**config.mk**
```make
export PLATFORM = sky130hd
export DESIGN_NAME = pixel_classifier
export DESIGN_NICKNAME = d
export VERILOG_FILES = /design/src/rtl/pixel_classifier.sv
export SDC_FILE = /design/constraint.sdc
export NUM_CORES = 1
export LEC_CHECK = 0
export BUFFER_PORTS_ARGS = -buffer_cell sky130_fd_sc_hd__buf_4
export CAP_MARGIN = 20
export CORE_ASPECT_RATIO = 0.9
export CORE_UTILIZATION = 36
export DETAILED_ROUTE_END_ITERATION = 16
export PLACE_DENSITY = 0.61
export SLEW_MARGIN = 20
export SYNTH_ARGS = -nofsm -noshare
export SYNTH_HDL_FRONTEND = slang
export SYNTH_SLANG_ARGS = --single-unit
```
**constraint.sdc**
```tcl
create_clock -name clock -period 2.61 [get_ports clock]
set_input_delay 0.522 -clock clock [delete_from_list [all_inputs] [get_ports clock]]
set_output_delay 0.522 -clock clock [all_outputs]
set_load 0.05 [all_outputs]
```
**src/rtl/pixel_classifier.sv**
```systemverilog
// Classifies an RGB pixel stream into 2-bit colour classes and frames exactly
// image_size pixels per frame onto the sram_controller write port.
module pixel_classifier #(
   parameter int COLOR_WIDTH = 8
) (
   input  logic                   clock,
   input  logic                   reset_n,
   input  logic                   enable,
   input  logic [22:0]            image_size,
   input  logic [COLOR_WIDTH-1:0] red_thr,
   input  logic [COLOR_WIDTH-1:0] green_thr,
   input  logic [COLOR_WIDTH-1:0] blue_thr,
   input  logic [COLOR_WIDTH-1:0] diff_thr,
   input  logic                   in_sof,
   input  logic                   in_valid,
   input  logic [COLOR_WIDTH-1:0] in_red,
   input  logic [COLOR_WIDTH-1:0] in_green,
   input  logic [COLOR_WIDTH-1:0] in_blue,
   output logic                   write_image_en,
   output logic                   write_image,
   output logic [1:0]             write_image_data,
   input  logic                   write_image_done,
   input  logic                   clear_status,
   output logic                   short_frame,
   output logic                   busy,
   output logic [15:0]            frames_done
);

   typedef enum logic [2:0] {
      IDLE,
      WAIT_SOF,
      STREAM,
      PAD,
      FLUSH
   } state_t;

   localparam int EW = COLOR_WIDTH + 1;

   state_t state, next_state;

   logic [22:0]            count;
   logic                   accept, inject, start, set_short, frame_end;
   logic                   last_pixel, pipe_empty;

   logic                   cap_valid, cap_pad;
   logic [COLOR_WIDTH-1:0] cap_red, cap_green, cap_blue;
   logic                   s1_valid;
   logic [2:0]             s1_hit;   // {blue, green, red}

   logic [EW-1:0]          r_ext, g_ext, b_ext, d_ext;
   logic                   hit_r, hit_g, hit_b;

   assign last_pixel = (count + 23'd1) == image_size;
   assign pipe_empty = !cap_valid && !s1_valid && !write_image;
   assign busy       = (state != IDLE) && (state != WAIT_SOF);

   // NOTE: sequential state uses non-blocking assignments so every register
   // samples pre-edge values, independent of block ordering.
   always_ff @(posedge clock or negedge reset_n) begin
      if (!reset_n) state <= IDLE;
      else          state <= next_state;
   end

   // NOTE: every always_comb output gets a default first, so no path infers a latch.
   always_comb begin
      next_state = state;
      accept     = 1'b0;
      inject     = 1'b0;
      start      = 1'b0;
      set_short  = 1'b0;
      frame_end  = 1'b0;
      unique case (state)
         IDLE: begin
            if (enable && image_size != 23'd0) next_state = WAIT_SOF;
         end
         WAIT_SOF: begin
            if (in_sof && in_valid) begin
               accept     = 1'b1;
               start      = 1'b1;
               next_state = (image_size == 23'd1) ? FLUSH : STREAM;
            end else if (!enable) begin
               next_state = IDLE;
            end
         end
         STREAM: begin
            if (in_valid) begin
               if (in_sof) begin
                  // A premature SOF is dropped; the frame is padded out with class 0.
                  set_short  = 1'b1;
                  next_state = PAD;
               end else begin
                  accept = 1'b1;
                  if (last_pixel) next_state = FLUSH;
               end
            end
         end
         PAD: begin
            inject = 1'b1;
            if (last_pixel) next_state = FLUSH;
         end
         FLUSH: begin
            if (pipe_empty && write_image_done) begin
               frame_end  = 1'b1;
               next_state = enable ? WAIT_SOF : IDLE;
            end
         end
         default: next_state = IDLE;
      endcase
   end

   always_ff @(posedge clock or negedge reset_n) begin
      if (!reset_n) begin
         count          <= '0;
         write_image_en <= 1'b0;
         frames_done    <= '0;
         short_frame    <= 1'b0;
      end else begin
         if (frame_end)              count <= '0;
         else if (accept || inject)  count <= count + 23'd1;

         if (start)          write_image_en <= 1'b1;
         else if (frame_end) write_image_en <= 1'b0;

         if (frame_end) frames_done <= frames_done + 16'd1;

         if (set_short)         short_frame <= 1'b1;
         else if (clear_status) short_frame <= 1'b0;
      end
   end

   // Sums are formed one bit wider so o + diff_thr can never wrap.
   assign r_ext = {1'b0, cap_red};
   assign g_ext = {1'b0, cap_green};
   assign b_ext = {1'b0, cap_blue};
   assign d_ext = {1'b0, diff_thr};

   assign hit_r = (cap_red   >= red_thr)   && (r_ext > g_ext + d_ext) && (r_ext > b_ext + d_ext);
   assign hit_g = (cap_green >= green_thr) && (g_ext > r_ext + d_ext) && (g_ext > b_ext + d_ext);
   assign hit_b = (cap_blue  >= blue_thr)  && (b_ext > r_ext + d_ext) && (b_ext > g_ext + d_ext);

   always_ff @(posedge clock or negedge reset_n) begin
      if (!reset_n) begin
         cap_valid        <= 1'b0;
         cap_pad          <= 1'b0;
         cap_red          <= '0;
         cap_green        <= '0;
         cap_blue         <= '0;
         s1_valid         <= 1'b0;
         s1_hit           <= '0;
         write_image      <= 1'b0;
         write_image_data <= '0;
      end else begin
         cap_valid <= accept || inject;
         if (accept || inject) begin
            cap_pad   <= inject;
            cap_red   <= in_red;
            cap_green <= in_green;
            cap_blue  <= in_blue;
         end

         s1_valid <= cap_valid;
         s1_hit   <= cap_pad ? 3'b000 : {hit_b, hit_g, hit_r};

         write_image <= s1_valid;
         if (s1_valid) begin
            unique case (1'b1)
               s1_hit[0]: write_image_data <= 2'd1;
               s1_hit[1]: write_image_data <= 2'd2;
               s1_hit[2]: write_image_data <= 2'd3;
               default:   write_image_data <= 2'd0;
            endcase
         end
      end
   end

endmodule

```
* After elaboration in Yosys (flattened, before gate mapping)
Index checks and enable logic that the tools add are counted.
** Storage, ports and cells
- Bits of input ports :: 86
- Bits in registers :: 77
- Word-level logic and storage cells :: 91
- Output and inout port bits :: 22
** Cells by class
- Equality and inequality tests :: 11
- Add/subtract/negate cells :: 5
- Magnitude comparators :: 9
- Multiplexer cells :: 29
- Reductions and logical operators :: 23
** Operator list (number)
- 8-bit by 9-bit greater-than comparator with 1-bit output :: 6
- 23-bit 2-to-1 mux :: 2
- 8-bit by 8-bit adder with 9-bit output :: 3
- 3-bit 2-to-1 mux :: 9
- 8-bit greater-or-equal comparator :: 3
- 23-bit by 1-bit adder with 23-bit output (second input constant) :: 1
- 23-bit by 1-bit equality test with 1-bit output (second input constant) :: 1
- 23-bit equality test :: 1
- 23-bit nonzero test :: 1
- 16-bit by 1-bit adder with 16-bit output (second input constant) :: 1
- 1-bit 2-to-1 mux :: 15
- 3-bit one-hot mux with 5 select lines :: 1
- 1-bit logical AND :: 12
- 3-bit by 2-bit equality test with 1-bit output (second input constant) :: 2
- 2-bit != test (second input constant) :: 3
- 2-bit one-hot mux with 3 select lines :: 1
- 2-bit nonzero test :: 3
- 4-bit AND reduction :: 1
- 3-bit by 1-bit equality test with 1-bit output (second input constant) :: 1
- 3-bit equality test (second input constant) :: 1
- 1-bit zero test :: 3
- 3-bit zero test :: 1
- 3-bit by 1-bit != test with 1-bit output (second input constant) :: 1
- 3-bit != test (second input constant) :: 1
- other kinds (3) :: 3

* Longest topological paths before layout
- Depth in word-level cells :: 8
- Depth in mapped cells :: 13
- Gate-level depth less buffers :: 13

* Worst setup path after synthesis
Ideal clock, no wire load.
- Path kind :: input to register
- Start :: in diff_thr[0]
- End :: reg s1_hit[1]
- Setup time :: 0.128 ns
- Buffers on the path :: 0
- Arrival time :: 2.904 ns
- Data required time :: 2.482 ns
- Cell stages on the path :: 13
- Slack :: -0.422 ns
- Cells stage by stage :: ha_1 > inv_1 > fa_1 > nor2b_1 > o21ai_0 > a21o_1 > ha_1 > a21oi_1 > o21ai_0 > maj3_1 > maj3_1 > a21oi_1 > nor4_1
** Between the ends
- Cells in the longest elaborated chain, start to end :: 5
- Elaborated cells on any way between the ends :: 7
- Classes of those cells :: 2 x add/sub; 2 x order compare; 1 x mux; 2 x reduce/logical
** Ends and longest elaborated chain
- start: declaration :: line 13 : input logic [COLOR_WIDTH-1:0] diff_thr,
- 8-bit by 8-bit adder with 9-bit output :: line 138 : assign hit_g = (cap_green >= green_thr) && (g_ext > r_ext + d_ext) && (g_ext > b_ext + d_ext);
- 8-bit by 9-bit greater-than comparator with 1-bit output :: line 138
- 1-bit logical AND :: line 138
- 1-bit logical AND (*) :: line 138
- 3-bit 2-to-1 mux (*) :: line 162 : s1_hit <= cap_pad ? 3'b000 : {hit_b, hit_g, hit_r};
- end signal: assignment :: line 162
- end: declaration :: line 48 : logic [2:0] s1_hit;
Mark *: on every way between the ends. The rest lies on a longest branch, timed or not.
A chain may end at the register's enable or synchronous reset.

* Final worst setup path
- Start :: reg cap_blue[0]
- End :: reg s1_hit[1]
** Between the ends
- Cells in the longest elaborated chain, start to end :: 4
** Ends and longest elaborated chain
- start: declaration :: line 46 : logic [COLOR_WIDTH-1:0] cap_red, cap_green, cap_blue;
- start signal: assignment :: line 158 : cap_blue <= in_blue;
- 8-bit by 8-bit adder with 9-bit output :: line 138
- 8-bit by 9-bit greater-than comparator with 1-bit output :: line 138
- 1-bit logical AND :: line 138
- 3-bit 2-to-1 mux :: line 162
No other way between the ends.

==> impl_summary.txt <==
----------------------------------------------------
[Synth]
  Post-synthesis net count ... 950
  Synthesized area per cell ... 8.54 µm²
  Leading area contributor after synthesis ... sky130_fd_sc_hd__dfrtp_1
  Post-synth top area share ... 29.3%
  Post-synthesis instance total ... 771
  Synthesized area ... 6590 µm²
  Proportion of register bits with asynchronous set or reset after synthesis ... 100%
  Top cells by area in the synthesized netlist ... sky130_fd_sc_hd__dfrtp_1, sky130_fd_sc_hd__ha_1, sky130_fd_sc_hd__nand2_1
  Top FF cell, synth ... sky130_fd_sc_hd__dfrtp_1
  Sequential element share of the synthesized area ... 29.3%
  Yosys synthesis warning count ... 0
  Number of synthesized register bits ... 77
  Number of flops mapped to enable cells by yosys ... 0
  Unique cell type count in the Yosys netlist ... 59

[Run status]
  Outcome ... complete, but fails checks
  Failing checks ... setup timing

[Global routing]
  Via count of the first global-routing pass ... 6080
  Pin count of the biggest net entering global routing ... 49
  Global router's overall resource usage ... 21.9%
  First-pass GRT wire length ... 31.3 mm
  Initial antenna violation count ... 0
  Grt ovf ... 0

[Drt]
  Number of iterations in the first detailed-routing pass ... 4
  Total vias in the final route ... 6325
  Number of violations reported at the end of detailed-routing iteration 0 ... 211
  Via density per instance ... 5.14
  Count of antenna-violating nets left after detailed routing ... 0
  Routed wirelength normalized by instance count ... 15.7 µm
  DRC Markers ... 0
  Metal2 WL ... 7.96 mm
  DRT Wirelength ... 19.4 mm
  Met3 layer wire length in the routed design ... 1.05 mm
  Top layer used by detailed routing ... met4
  Met1 layer wirelength in the final routing ... 10.2 mm

[Worst setup path]
  Worst Setup Path Type ... reg -> reg
  Data arrival, critical path ... 3.04 ns
  Max FO, Critical Path ... 2
  Logic depth of the worst register-to-register path ... 13
  Sort of element at the end of the critical path ... register
  Required time worst endpoint ... 2.84 ns
  Kind of launch point of the worst setup path ... register
  Reg-to-reg critical path startpoint ... cap_blue[0]
  List of cells traversed by the critical path ... ha_4, fa_2, a21o_1, a21oi_2, buf_4, xor2_2, ha_1, o21ai_0, a21oi_1, nor3_1, nor2_1, o21ai_1, nor4_1
  Reg2reg end ... s1_hit[1]
  FF-to-FF setup slack ... -0.20 ns
  CP peak stage delay ... 0.44 ns
  Crit-path slowest cell ... sky130_fd_sc_hd__dfrtp_2

[Timing]
  Highest clock frequency the design can meet ... 356 MHz
  RSZ-0062 raised after global routing ... true
  Pins Over Slew Limit ... 0
  Slew HR ... 59.1%
  Final worst clock skew ... 0.00954 ns
  Post-route setup slack ... -0.199 ns
  Fin crit share ... 108%
  Worst Hold Margin ... 0.188 ns
  Setup TNS ... -0.449 ns
  Slew of the pin with the lowest slew margin ... 0.614 ns
  Number of setup violations in the final report ... 3
  Min Tclk post-route ... 2.81 ns
  Final hold viol count ... 0

[CTS]
  TritonCTS buffer count ... 9
  Longest Clk Path Bufs ... 2
  Insertion delay to the later sink of the worst-skew pair ... 0.35 ns
  CTS tree ... built
  Root Buffer Master ... sky130_fd_sc_hd__clkbuf_16
  Htree depth ... 3
  Clock slew at reported path FFs ... 0.07 ns
  TritonCTS Sinks ... 77

[Floorplan]
  Core footprint ... 17800 µm²
  Die boundary width ... 145 µm
  Height of the die ... 130 µm
  Die footprint ... 18800 µm²
  Row count ... 46
  Initial Utilization ... 37.0%
  I/O pins ... 108

[Place]
  Port buffer count ... 107
  RD Place Congestion ... 0.903
  Place WS ... -0.595 ns
  Area after detailed placement ... 8520 µm²
  Dpl cells ... 1206
  Estimated wirelength of the detail-placed design ... 15.2 mm

[Layout]
  Layout cells sized above 1 ... 30.3%
  Layout Cell Area excl Fill ... 9090 µm²
  Highest-count cells in the layout ignoring fill and taps ... sky130_fd_sc_hd__buf_4, sky130_fd_sc_hd__nand2_1, sky130_fd_sc_hd__ha_1, sky130_fd_sc_hd__dfrtp_1, sky130_fd_sc_hd__o21ai_0
  Number of diodes added for antenna fixing ... 0
  Area growth from synthesis to layout ... 38.0%
  # nets final ... 1165
  Non-filler instance count after layout ... 1231
  Leading cell type in the layout, fill and taps excluded ... sky130_fd_sc_hd__buf_4

[Power]
  Portion of total power attributed to sequential cells ... 17.4%
  Internal Dissipation ... 0.00588 W
  Maximum vdd ir drop ... 0.000418 V
  Relative contribution of combinational cells to total power ... 71.0%
  Sw frac ... 44.4%
  Clock network power share ... 11.6%
  Power spent charging and discharging nets ... 0.00470 W
  Leakage power total ... 4.45 nW
  Power density of the placed cells ... 1160 nW/µm²

[Flow run]
  Number of violations of the max-capacitance limit ... 0

[Worst hold path]
  Worst hold path type ... in -> async

----------------------------------------------------
[worst max-delay path: cells and delay by family, from the launching register on]
kind                     cells  cell delay [ns]
XOR/XNOR                     1             0.14
AND/OR/NAND/NOR              3             0.37
buffers and inverters        1             0.14
adder cells (fa/ha/maj)      3             0.77
AO/OA/AOI/OAI                5             0.83
flip-flops                   1             0.44
[cells by family (layout without fill, tap and decap cells)]
kind of cell / count (synthesis) / after routing / synth area share (%)
flops: 77 / 77 / 29.3
fa+ha+maj: 98 / 98 / 18.8
compound gates: 186 / 186 / 17.9
xor+xnor: 64 / 64 / 8.51
simple gates: 276 / 276 / 20.7
mux: 7 / 7 / 1.08
buf+inv: 63 / 283 / 3.78
[power groups by stage]
stage	registers, W	clock network (W)	logic (W)
after CTS	0.00181	0.00127	0.00728
after floorplan	0.00190	0	0.00398
after detailed placement	0.00182	0	0.00689
final	0.00184	0.00123	0.00751
after global routing	0.00187	0.00132	0.00842
after global placement	0.00182	0	0.00679
[routing by layer]
metal	up-vias	GRT usage (%)
li1	3205	-
met1	2954	33.0
met2	149	31.6
met3	17	4.59
met4	0	4.58
met5	-	0
[worst max path at each step]
stage	startpoint	endpoint	slack, ns	depth (start not counted)
finish	cap_blue[0]	s1_hit[1]	-0.20	13
global route	cap_blue[0]	s1_hit[1]	-0.38	13
CTS	cap_red[0]	s1_hit[1]	-0.16	13
detailed placement	diff_thr[1]	s1_hit[1]	-0.59	14
global placement	diff_thr[1]	s1_hit[0]	-0.55	13
floorplan	diff_thr[0]	s1_hit[1]	-0.21	13
[stage by stage]
step / utilization (%) / power [W]
CTS: 50.5 / 0.0104
finish: 51.1 / 0.0106
floorplan: - / 0.00588
detailed placement: 47.9 / 0.00871
global route: 51.1 / 0.0116
global placement: 47.9 / 0.00860
[sequential cells by signal, indices dropped and copies added (netlist names), 2 cells and up]
name	flops
cap_red	8
count	23
write_image_data	2
cap_blue	8
cap_green	8
s1_hit	3
frames_done	16
state	3
[synth_stat cells, drive strengths merged (5+ instances only)]
library cell,instances
a31oi,10
buf,7
clkbuf,12
nor2b,11
nor2,45
xor2,34
nand3,19
nand4,17
xnor2,30
a21oi,33
dfrtp,77
ha,90
a21o,18
o31ai,13
and3,8
a211oi,7
nand2,117
nor3,12
nor4,12
o21ai,61
and2,6
nand2b,10
o21a,12
inv,43
maj3,5
mux2i,6
[layout make-up]
cell class | count | area [µm²]
repair buffers | 223 | 1700
inverters | 44 | 165
multi-input cells | 631 | 4710
fillers | 1747 | 8700
flip-flops and latches | 77 | 1930
clock inverters | 7 | 58.8
clock buffers | 9 | 225
well taps | 240 | 300
[timing repair]
action                     in CTS  in global routing
hold buffers                    0                  0
setup endpoints to repair       3                  4
pin swaps                      35                 16
resized for setup              18                 21
setup buffers                   9                  1
Power figures use the tool's default switching activity.
